File: config.mk
export PLATFORM = sky130hd
export DESIGN_NAME = imem_fetch_ctrl_flat
export DESIGN_NICKNAME = d
export VERILOG_FILES = /design/src/rtl/imem_fetch_ctrl_if.sv /design/src/rtl/imem_fetch_ctrl.sv /design/src/flat_wrapper.sv
export SDC_FILE = /design/constraint.sdc
export NUM_CORES = 1
export LEC_CHECK = 0
export CAP_MARGIN = 20
export CORE_MARGIN = 5
export CORE_UTILIZATION = 36
export CTS_BUF_LIST = sky130_fd_sc_hd__clkbuf_8 sky130_fd_sc_hd__clkbuf_16
export DETAILED_ROUTE_END_ITERATION = 10
export HOLD_SLACK_MARGIN = 0.08
export MAX_ROUTING_LAYER = met4
export PLACE_DENSITY = 0.67
export SLEW_MARGIN = 25
export SYNTH_ARGS = -nofsm -noshare
export SYNTH_HDL_FRONTEND = slang
export SYNTH_SLANG_ARGS = --single-unit
export TNS_END_PERCENT = 10
File: constraint.sdc
create_clock -name clk -period 9.07 [get_ports clk]
set_input_delay 1.814 -clock clk [delete_from_list [all_inputs] [get_ports clk]]
set_output_delay 1.814 -clock clk [all_outputs]
set_load 0.005 [all_outputs]
File: src/rtl/imem_fetch_ctrl_if.sv
// Bundle of the IMEM read port, the decode valid/ready handshake and the redirect
// inputs shared by the fetch controller and its environment.
`timescale 1ns/1ps

interface imem_fetch_ctrl_if;
  logic        en;
  logic [31:0] imem_addr;
  logic        imem_rd;
  logic [31:0] imem_data;
  logic        if_valid;
  logic        if_ready;
  logic [31:0] if_instr;
  logic [31:0] if_pc;
  logic        redirect;
  logic [31:0] redirect_pc;
  logic        busy;

  modport master (
    input  en,
    input  imem_data,
    input  if_ready,
    input  redirect,
    input  redirect_pc,
    output imem_addr,
    output imem_rd,
    output if_valid,
    output if_instr,
    output if_pc,
    output busy
  );

  modport slave (
    output en,
    output imem_data,
    output if_ready,
    output redirect,
    output redirect_pc,
    input  imem_addr,
    input  imem_rd,
    input  if_valid,
    input  if_instr,
    input  if_pc,
    input  busy
  );
endinterface

File: src/rtl/imem_fetch_ctrl.sv
// Fetch sequencer: owns the PC, issues one IMEM read at a time, waits MEM_LAT cycles
// and presents the word to decode through a single-entry valid/ready buffer.
`timescale 1ns/1ps

module imem_fetch_ctrl #(
  parameter logic [31:0] RESET_PC = 32'h0000_0000,
  parameter int unsigned MEM_LAT  = 1
) (
  input logic              clk,
  input logic              rst,
  imem_fetch_ctrl_if.master fetch_if
);

  typedef enum logic [1:0] {
    S_IDLE = 2'd0,
    S_REQ  = 2'd1,
    S_WAIT = 2'd2,
    S_HOLD = 2'd3
  } state_e;

  function automatic logic [31:0] word_align(input logic [31:0] addr);
    return {addr[31:2], 2'b00};
  endfunction

  localparam logic [31:0] RESET_PC_W = {RESET_PC[31:2], 2'b00};
  localparam logic [3:0]  CNT_LOAD   = 4'(MEM_LAT - 1);

  state_e      state_q, state_d;
  logic [31:0] pc_q, pc_d;
  logic [3:0]  cnt_q, cnt_d;
  logic        valid_q, valid_d;
  logic [31:0] instr_q, instr_d;
  logic [31:0] ipc_q, ipc_d;
  logic        rd_q, rd_d;
  logic        busy_q, busy_d;
  logic        xfer;

  assign xfer = valid_q & fetch_if.if_ready;

  // State and datapath registers with asynchronous reset.
  always_ff @(posedge clk or posedge rst) begin
    if (rst) begin
      state_q <= S_IDLE;
      pc_q    <= RESET_PC_W;
      cnt_q   <= 4'd0;
      valid_q <= 1'b0;
      instr_q <= 32'h0000_0000;
      ipc_q   <= 32'h0000_0000;
      rd_q    <= 1'b0;
      busy_q  <= 1'b0;
    end else begin
      state_q <= state_d;
      pc_q    <= pc_d;
      cnt_q   <= cnt_d;
      valid_q <= valid_d;
      instr_q <= instr_d;
      ipc_q   <= ipc_d;
      rd_q    <= rd_d;
      busy_q  <= busy_d;
    end
  end

  // Next-state and datapath update; redirect overrides every state.
  always_comb begin
    state_d = state_q;
    pc_d    = pc_q;
    cnt_d   = cnt_q;
    valid_d = valid_q;
    instr_d = instr_q;
    ipc_d   = ipc_q;

    if (fetch_if.redirect) begin
      // A redirect in REQ detours via IDLE so the strobe never fires twice in a row.
      pc_d    = word_align(fetch_if.redirect_pc);
      cnt_d   = 4'd0;
      valid_d = 1'b0;
      if (fetch_if.en && (state_q != S_REQ)) begin
        state_d = S_REQ;
      end else begin
        state_d = S_IDLE;
      end
    end else begin
      case (state_q)
        S_IDLE: begin
          if (fetch_if.en) begin
            state_d = S_REQ;
          end else begin
            state_d = S_IDLE;
          end
        end
        S_REQ: begin
          cnt_d   = CNT_LOAD;
          state_d = S_WAIT;
        end
        S_WAIT: begin
          if (cnt_q == 4'd0) begin
            instr_d = fetch_if.imem_data;
            ipc_d   = pc_q;
            valid_d = 1'b1;
            pc_d    = pc_q + 32'd4;
            state_d = S_HOLD;
          end else begin
            cnt_d   = cnt_q - 4'd1;
            state_d = S_WAIT;
          end
        end
        S_HOLD: begin
          if (xfer) begin
            valid_d = 1'b0;
            if (fetch_if.en) begin
              state_d = S_REQ;
            end else begin
              state_d = S_IDLE;
            end
          end else begin
            state_d = S_HOLD;
          end
        end
        default: begin
          state_d = S_IDLE;
        end
      endcase
    end

    rd_d   = (state_d == S_REQ);
    busy_d = (state_d != S_IDLE);
  end

  assign fetch_if.imem_addr = pc_q;
  assign fetch_if.imem_rd   = rd_q;
  assign fetch_if.if_valid  = valid_q;
  assign fetch_if.if_instr  = instr_q;
  assign fetch_if.if_pc     = ipc_q;
  assign fetch_if.busy      = busy_q;

endmodule
File: src/flat_wrapper.sv
// flat-port wrapper written by rule: the top's interface ports become plain ports
module imem_fetch_ctrl_flat 
#(
  parameter logic [31:0] RESET_PC = 32'h0000_0000,
  parameter int unsigned MEM_LAT  = 1
)
  (clk, rst, fetch_if_en, fetch_if_imem_data, fetch_if_if_ready, fetch_if_redirect, fetch_if_redirect_pc, fetch_if_imem_addr, fetch_if_imem_rd, fetch_if_if_valid, fetch_if_if_instr, fetch_if_if_pc, fetch_if_busy);
  imem_fetch_ctrl_if fetch_if_i ();
  input logic clk;
  input logic rst;
  input wire logic [$bits(fetch_if_i.en)-1:0] fetch_if_en;
  input wire logic [$bits(fetch_if_i.imem_data)-1:0] fetch_if_imem_data;
  input wire logic [$bits(fetch_if_i.if_ready)-1:0] fetch_if_if_ready;
  input wire logic [$bits(fetch_if_i.redirect)-1:0] fetch_if_redirect;
  input wire logic [$bits(fetch_if_i.redirect_pc)-1:0] fetch_if_redirect_pc;
  output wire logic [$bits(fetch_if_i.imem_addr)-1:0] fetch_if_imem_addr;
  output wire logic [$bits(fetch_if_i.imem_rd)-1:0] fetch_if_imem_rd;
  output wire logic [$bits(fetch_if_i.if_valid)-1:0] fetch_if_if_valid;
  output wire logic [$bits(fetch_if_i.if_instr)-1:0] fetch_if_if_instr;
  output wire logic [$bits(fetch_if_i.if_pc)-1:0] fetch_if_if_pc;
  output wire logic [$bits(fetch_if_i.busy)-1:0] fetch_if_busy;
  assign fetch_if_i.en = fetch_if_en;
  assign fetch_if_i.imem_data = fetch_if_imem_data;
  assign fetch_if_i.if_ready = fetch_if_if_ready;
  assign fetch_if_i.redirect = fetch_if_redirect;
  assign fetch_if_i.redirect_pc = fetch_if_redirect_pc;
  assign fetch_if_imem_addr = fetch_if_i.imem_addr;
  assign fetch_if_imem_rd = fetch_if_i.imem_rd;
  assign fetch_if_if_valid = fetch_if_i.if_valid;
  assign fetch_if_if_instr = fetch_if_i.if_instr;
  assign fetch_if_if_pc = fetch_if_i.if_pc;
  assign fetch_if_busy = fetch_if_i.busy;
  imem_fetch_ctrl #(.RESET_PC(RESET_PC), .MEM_LAT(MEM_LAT)) u_core (.clk(clk), .rst(rst), .fetch_if(fetch_if_i));
endmodule
==> impl.org <==
** Synthesis
- Proportion of netlist area held by the largest area contributor :: a little over half
- Number of enable-type register cells in the synthesized netlist :: 0
- Yosys Warn Count :: 0
- Count of distinct cell types in the synthesized netlist :: 44
- FF+latch count, synth :: 101
- Summing every instance area after synthesis gives about 4700 um^2.
- Sequential elements use 54.0% of the synthesized area.
- Async SR Flop Fraction :: 100%
- Most common flop cell mapped by yosys :: sky130_fd_sc_hd__dfrtp_1
- In the synthesized netlist, the number of instances is 417.
- Cell types with the largest area share after synthesis :: sky130_fd_sc_hd__dfrtp_1, sky130_fd_sc_hd__mux2_2, sky130_fd_sc_hd__or4_1
- Each instance of the synthesized netlist takes up on average 11.2 um^2.
- Largest area contributor in the netlist :: sky130_fd_sc_hd__dfrtp_1

** Placement
- Input and output buffers added on the ports amount to approximately 160.
- Detailed placement ended at an HPWL of ~9 mm.
- Including well taps, the total number of placed cells is between 700 and 800.
- Place WS :: ~4.2 ns
- Final weighted congestion in routability-driven placement :: 0.822
- In this run the cell area measured after placement is around 6400 um^2.

** Floorplan
- Standard-cell row count :: 41
- Measured along the y axis, the die boundary spans 124 um.
- Width of the chip :: about 120 um
- Once the floorplan was initialized, standard cells occupied a little under two fifths of the core.
- Total Die Area :: 15,400 um^2
- The core region is 12,700 um^2.
- For this design the top-level I/O count stands at 168.

** GRT
- The number of antenna violations at the first check in global routing was 1.
- Entering global routing, the biggest net connects 73 pins.
- After global routing the overflow that remains totals 0.
- Global-route total usage across every layer :: 17.5%
- Vias in the first global route :: 3,750
- Wire length of the first global-routing pass :: 20.0 mm

** Timing
- Setup violations remaining at the end of the flow were counted as 0.
- Setup repair after global routing missed its margin :: false
- After layout, the worst path uses about half of the clock period.
- Across all setup checks in the final design, the least slack found is about 4.6 ns.
- The worst path needs 4.46 ns of the cycle, external delays included.
- On the final layout, the worst hold slack is roughly 0.49 ns.
- Hold Violations, Final :: 0
- Fin. max-slew vios :: 0
- Adding up every negative setup slack in the final design gives 0 ns.
- Actual slew at the worst max-slew pin :: 0.683 ns
- Maximum operating frequency :: 224 MHz
- Worst Skew :: about 0.006 ns
- Worst max-slew margin expressed relative to the limit :: 54.5%

** Setup path
- Kind of end point of the critical path :: flip-flop
- CP Capture Point :: u_core.fetch_if.busy
- Data arrives at the worst endpoint at ~4.7 ns.
- Largest incremental delay on the critical path :: 0.62 ns
- Slowest cell on crit path :: sky130_fd_sc_hd__buf_4
- The cell family contributing the most delay on the critical path is buffers and inverters.
- Count of cells along the worst register-to-register path :: 7
- WP depth :: 8
- Setup slack on the worst flop-to-flop path :: 6.37 ns
- Worst path cell trace :: clkdlybuf4s50_1 > buf_4 > inv_1 > buf_4 > nand4_1 > buf_4 > o211ai_1 > or2_2
- FF-to-FF Start :: u_core.cnt_q[0]
- Kind of start point of the critical path :: input port
- The critical path is of the in -> reg type.
- Endpoint required time on the critical path :: between 9 and 10 ns
- In this design, the critical path's most frequently occurring cell is sky130_fd_sc_hd__buf_4.
- Of all nets on the critical path, the largest fanout is between 40 and 50.
- Endpoint of the worst register-to-register path :: u_core.fetch_if.busy
- CP bufs+invs :: 5
- In this run the worst setup path begins at fetch_if_redirect.

** Cells and area
- The area growth from synthesis to layout is 44.1%.
- Layout cells sized above 1 :: between 10% and 20%
- Layout Nets :: about 640
- Design area :: 6740 um^2
- The finished layout holds 748 standard cells, fillers aside.

** CTS
- The number of clock buffers added by TritonCTS is 9.
- After clock tree synthesis, the clock-pin slew on the worst setup and hold paths is 0.06 ns.
- H-Tree Level Count :: 3
- In this run the deepest clock path goes through 2 buffers.
- TritonCTS clock tree :: built
- The tree built by TritonCTS fans out to 101 sinks.
- CTS hold repair buffers :: 0
- Clock tree synthesis selected as its root buffer the cell sky130_fd_sc_hd__clkbuf_16.
- Post CTS Setup Buffer Count :: 0
- Post-CTS sizing :: 0
- The clock reaches the later pin of the worst-skew pair after 0.35 ns.

** Power and ir drop
- The worst-case IR drop observed on VDD is about 120 uV.
- Pleak :: around 2.6 nW
- Dividing total power by cell area gives a power density of 257 nW/um^2.

** Route
- Detail Route Antenna Nets :: 0
- Total vias in the final route :: between 3,000 and 4,000
- First drt pass iteration count :: 4
- In the final routed layout, each cell accounts on average for 17.1 um.
- Vias per inst :: 5.20
- Post-route DRC violation count :: 0
- Final Routed Wirelength :: between 10 and 15 mm
- The detailed router finished its first iteration with 232 violations.

** Min path
- Path type of the worst min-delay path :: reg -> reg

** Status
- The flow ran to the end, and the final reports show no timing, DRC or antenna violations.

** Job
- Number of max-capacitance violations reported :: 0
## flip-flops by register name, summed over array words and instances, names as in the netlist
register	flops
u_core.cnt_q	4
u_core.fetch_if.busy	1
u_core.fetch_if.if_instr	32
u_core.fetch_if.if_pc	30
u_core.fetch_if.if_valid	1
u_core.fetch_if.imem_addr	30
u_core.fetch_if.imem_rd	1
u_core.state_q	2
## placed cells by master, fill, tap and decap left out, types with 2 or more instances in the layout
cell	synthesis	routed
sky130_fd_sc_hd__conb_1	1	4
sky130_fd_sc_hd__inv_1	11	10
sky130_fd_sc_hd__or2_2	2	2
sky130_fd_sc_hd__nor3_1	6	6
sky130_fd_sc_hd__clkbuf_16	0	9
sky130_fd_sc_hd__nand4_1	11	11
sky130_fd_sc_hd__nor3b_1	2	2
sky130_fd_sc_hd__nor2b_1	4	4
sky130_fd_sc_hd__and2_1	4	4
sky130_fd_sc_hd__a22oi_1	2	2
sky130_fd_sc_hd__ha_1	2	2
sky130_fd_sc_hd__o211ai_1	6	6
sky130_fd_sc_hd__clkdlybuf4s50_1	0	161
sky130_fd_sc_hd__a31oi_1	16	16
sky130_fd_sc_hd__xnor2_1	6	6
sky130_fd_sc_hd__clkbuf_8	0	4
sky130_fd_sc_hd__dfrtp_1	101	101
sky130_fd_sc_hd__clkinv_2	0	2
sky130_fd_sc_hd__and3_1	3	3
sky130_fd_sc_hd__or4b_1	2	2
sky130_fd_sc_hd__mux2_2	60	60
sky130_fd_sc_hd__or3_1	5	5
sky130_fd_sc_hd__a21oi_1	5	5
sky130_fd_sc_hd__and4_1	4	4
sky130_fd_sc_hd__o31ai_1	13	13
sky130_fd_sc_hd__nor2_1	21	21
sky130_fd_sc_hd__buf_4	4	3
sky130_fd_sc_hd__nand2_1	33	33
sky130_fd_sc_hd__or4_1	21	21
sky130_fd_sc_hd__nand3_1	17	17
sky130_fd_sc_hd__o21ai_0	19	19
## metal layers
layer,vias up,GRT usage (%),part of all wire (%)
met3,12,4.00,5.9
met5,-,-,0
met1,1928,22.0,42
met2,114,27.9,50
met4,0,6.09,1.5
li1,1839,-,-
## worst min-delay path by stage
| stage | end | start | cells after the start |
|---|---|---|---|
| 2_1_floorplan | u_core.fetch_if.if_pc[10] | u_core.fetch_if.if_pc[10] | 2 |
| 5_1_grt | u_core.fetch_if.if_pc[21] | u_core.fetch_if.if_pc[21] | 2 |
| 6_report | u_core.fetch_if.if_pc[21] | u_core.fetch_if.if_pc[21] | 2 |
| 3_5_place_dp | u_core.fetch_if.if_pc[21] | u_core.fetch_if.if_pc[21] | 2 |
| 3_3_place_gp | u_core.fetch_if.if_pc[21] | u_core.fetch_if.if_pc[21] | 2 |
| 4_1_cts | u_core.fetch_if.if_pc[21] | u_core.fetch_if.if_pc[21] | 2 |
## synthesized netlist by cell type (all sizes together) (13+ instances only)
library cell,instances
a31oi,16
nand3,17
or4,22
o31ai,13
o21ai,19
nand2,33
mux2,60
nor2,21
clkbuf,16
dfrtp,101
## stage by stage
step / power (mW) / util, %
after floorplan: 0.951 / -
after global placement: 1.34 / 50.7
after detailed placement: 1.37 / 50.8
after CTS: 1.76 / 53.2
after global routing: 1.84 / 53.2
final: 1.73 / 53.2
## power breakdown
group	internal (mW)	switching (mW)	total [mW]
clock network	0.215	0.167	0.383
registers	0.611	0.111	0.723
logic	0.430	0.196	0.625
total	1.26	0.474	1.73
## kinds of logic (layout without fill, tap and decap cells)
group,after synthesis,in the layout,share of synthesized area [%]
mux,61,61,14.6
flops,101,101,54.0
buf+inv,38,193,3.58
fa+ha+maj,2,2,0.535
compound gates,66,66,9.09
other cells,1,5,0.0801
simple gates,142,142,16.9
xor+xnor,6,6,1.12
## worst min-delay path, cell delays in order, from the launching register on
cell                      delay [ns]
sky130_fd_sc_hd__dfrtp_1        0.35
sky130_fd_sc_hd__nand2_1        0.05
sky130_fd_sc_hd__o21ai_0        0.06
## layout make-up
| class | instances | area (um^2) |
|---|---|---|
| clock inverters | 3 | 17.5 |
| fillers | 1127 | 5930 |
| clock buffers | 13 | 280 |
| inverters | 11 | 43.8 |
| diodes | 1 | 2.50 |
| well taps | 172 | 215 |
| flip-flops and latches | 101 | 2530 |
| multi-input cells | 281 | 2000 |
| repair buffers | 166 | 1660 |
No activity file was read; power rests on OpenSTA's default activity.
==> patch: new RTL, same flow settings <==
Encoding of `state_e`: now one-hot (4 bits for 4 states).
--- a/src/rtl/imem_fetch_ctrl.sv
+++ b/src/rtl/imem_fetch_ctrl.sv
@@ -13,7 +13,7 @@
 
-  typedef enum logic [1:0] {
-    S_IDLE = 2'd0,
-    S_REQ  = 2'd1,
-    S_WAIT = 2'd2,
-    S_HOLD = 2'd3
+  typedef enum logic [3:0] {
+    S_IDLE = 4'b0001,
+    S_REQ  = 4'b0010,
+    S_WAIT = 4'b0100,
+    S_HOLD = 4'b1000
   } state_e;
Function: same outputs for any inputs over 4 cycles, from zero or initial values and one cycle with rst high; so few cycles prove little.
==> patch against the original RTL <==
  * Hold slack improved by 0.014 ns
  * Global-route usage decreased by 0.60 points
  * Clock skew decreased by 0.00099 ns
  * Synthesized area increased by 1.5%
  * Setup slack improved by 0.97 ns
  * Total power decreased by 26%
  * Sequential share of layout area increased by 0.63 points
  * Wire length decreased by 1.5%
  * Count of clock-buffer cells in the layout decreased by 4
  * Core utilization decreased by 1.5 points
  * Final area increased by 0.33%
  * Sequential cell count increased by 2
  * Critical endpoint is now u_core.fetch_if.if_pc[15]
  * Largest cell class unchanged
  * Highest routed layer unchanged
==> patch: results <==
[outcome]
status = finished clean

[synth]
ys.flop_type = dfrtp_1
ys_top_cells_by_area = dfrtp_1 (54%), mux2_2 (15%), or4_1 (2.5%)
ys_seq_area_share_pct = 54.3
syn_area_per_cell_um2 = 11.6
muxShareOfSynthArea_pct = 14.9
synthAdderAreaFrac_pct = 0.790
yosysUniqueCellTypes = 51
synthTopCellsByCount = dfrtp_1 (102), mux2_2 (62), nand2_1 (28), nor2_1 (22)
synthXorXnorAreaFrac_pct = 1.84
synth_compound_area_share_pct = 8.30

[timing]
skew_ns = 0.00506
worst_slew_pin_slew_ns = 0.807
fin_crit_sh_pct = 38.5

[worst_setup_path]
worstReg2RegEnd = u_core.fetch_if.imem_addr[27]
r2r_cells = 6
reg2reg_slack_ns = 6.39
critPathArrivalTime_ns = 3.73
worstPathMaxFanout = 62
crit_start = fetch_if_redirect
slowest_delay_ns = 0.59

[place]
placed_cells = 728
post-place-ws_ns = 5.19
place.gp.congestion = 0.793
place_area_um2 = 6490
hpwl_um = 8950

[final_layout]
fillCellCount = 1165
final_nets = 635

[routing]
wl_met1_um = 5480
route.met2.wl_um = 6270
drtIter0Drc = 253
totalWireLength_um = 12600
viasPerCell = 5.15
routed-wl-met3_um = 681

[grt]
grt_pass1_vias = 3991
use_met3_pct = 3.95
antenna_found_initial = 0
grt.met2_usage_pct = 27.4
gr-usage-all-layers_pct = 16.9
grtUsageMet1_pct = 20.7
grt_pass1_wl_um = 20900

[pwr]
ir_drop_mv = 0.0792
power_leakage_uw = 0.00275
patch: cell count changes in the layout (fill, tap and decap cells not counted), sizes merged, moves of 3 or more:
cell	unedited run	this run
nor4b	0	4
nand2	33	28
and4	4	1
o31ai	13	9
xnor2	6	3
xor2	0	7
o21ai	19	13
or4	22	19
clkbuf	13	9
nor4	0	4
nor2b	4	0
patch: area by class of cell:
cell class	instances	area [µm²]	share of cell area (%)
tap	176	220	3.25
inverter	10	40.0	0.592
sequential	103	2580	38.1
clock buffer	9	225	3.33
multi-input combinational	273	2000	29.6
clock inverter	7	47.5	0.703
timing repair buffer	166	1650	24.4
patch: power breakdown:
group | switching (µW) | internal (µW) | total, µW
sequential | 58.7 | 539 | 598
combinational | 98.3 | 219 | 318
clock | 178 | 187 | 364
patch: worst min-delay path by stage:
stage	slack (ns)	from	to	depth (start not counted)
6_report	0.51	u_core.fetch_if.if_instr[25]	u_core.fetch_if.if_instr[25]	1
3_3_place_gp	0.49	u_core.fetch_if.if_instr[23]	u_core.fetch_if.if_instr[23]	1
5_1_grt	0.53	u_core.fetch_if.if_instr[25]	u_core.fetch_if.if_instr[25]	1
4_1_cts	0.51	u_core.fetch_if.if_pc[19]	u_core.fetch_if.if_pc[19]	1
2_1_floorplan	0.51	u_core.fetch_if.if_instr[0]	u_core.fetch_if.if_instr[0]	1
3_5_place_dp	0.49	u_core.fetch_if.if_pc[19]	u_core.fetch_if.if_pc[19]	1
patch: kinds of logic after synthesis:
| group | count (synthesis) |
|---|---|
| muxes | 63 |
| DFF | 103 |
| adders and majority gates | 3 |
| xor gates and xnor gates | 10 |
| other | 1 |
| AOI/OAI and AO/OA | 60 |
| buffers and inverters | 38 |
| and+or+nand+nor | 133 |
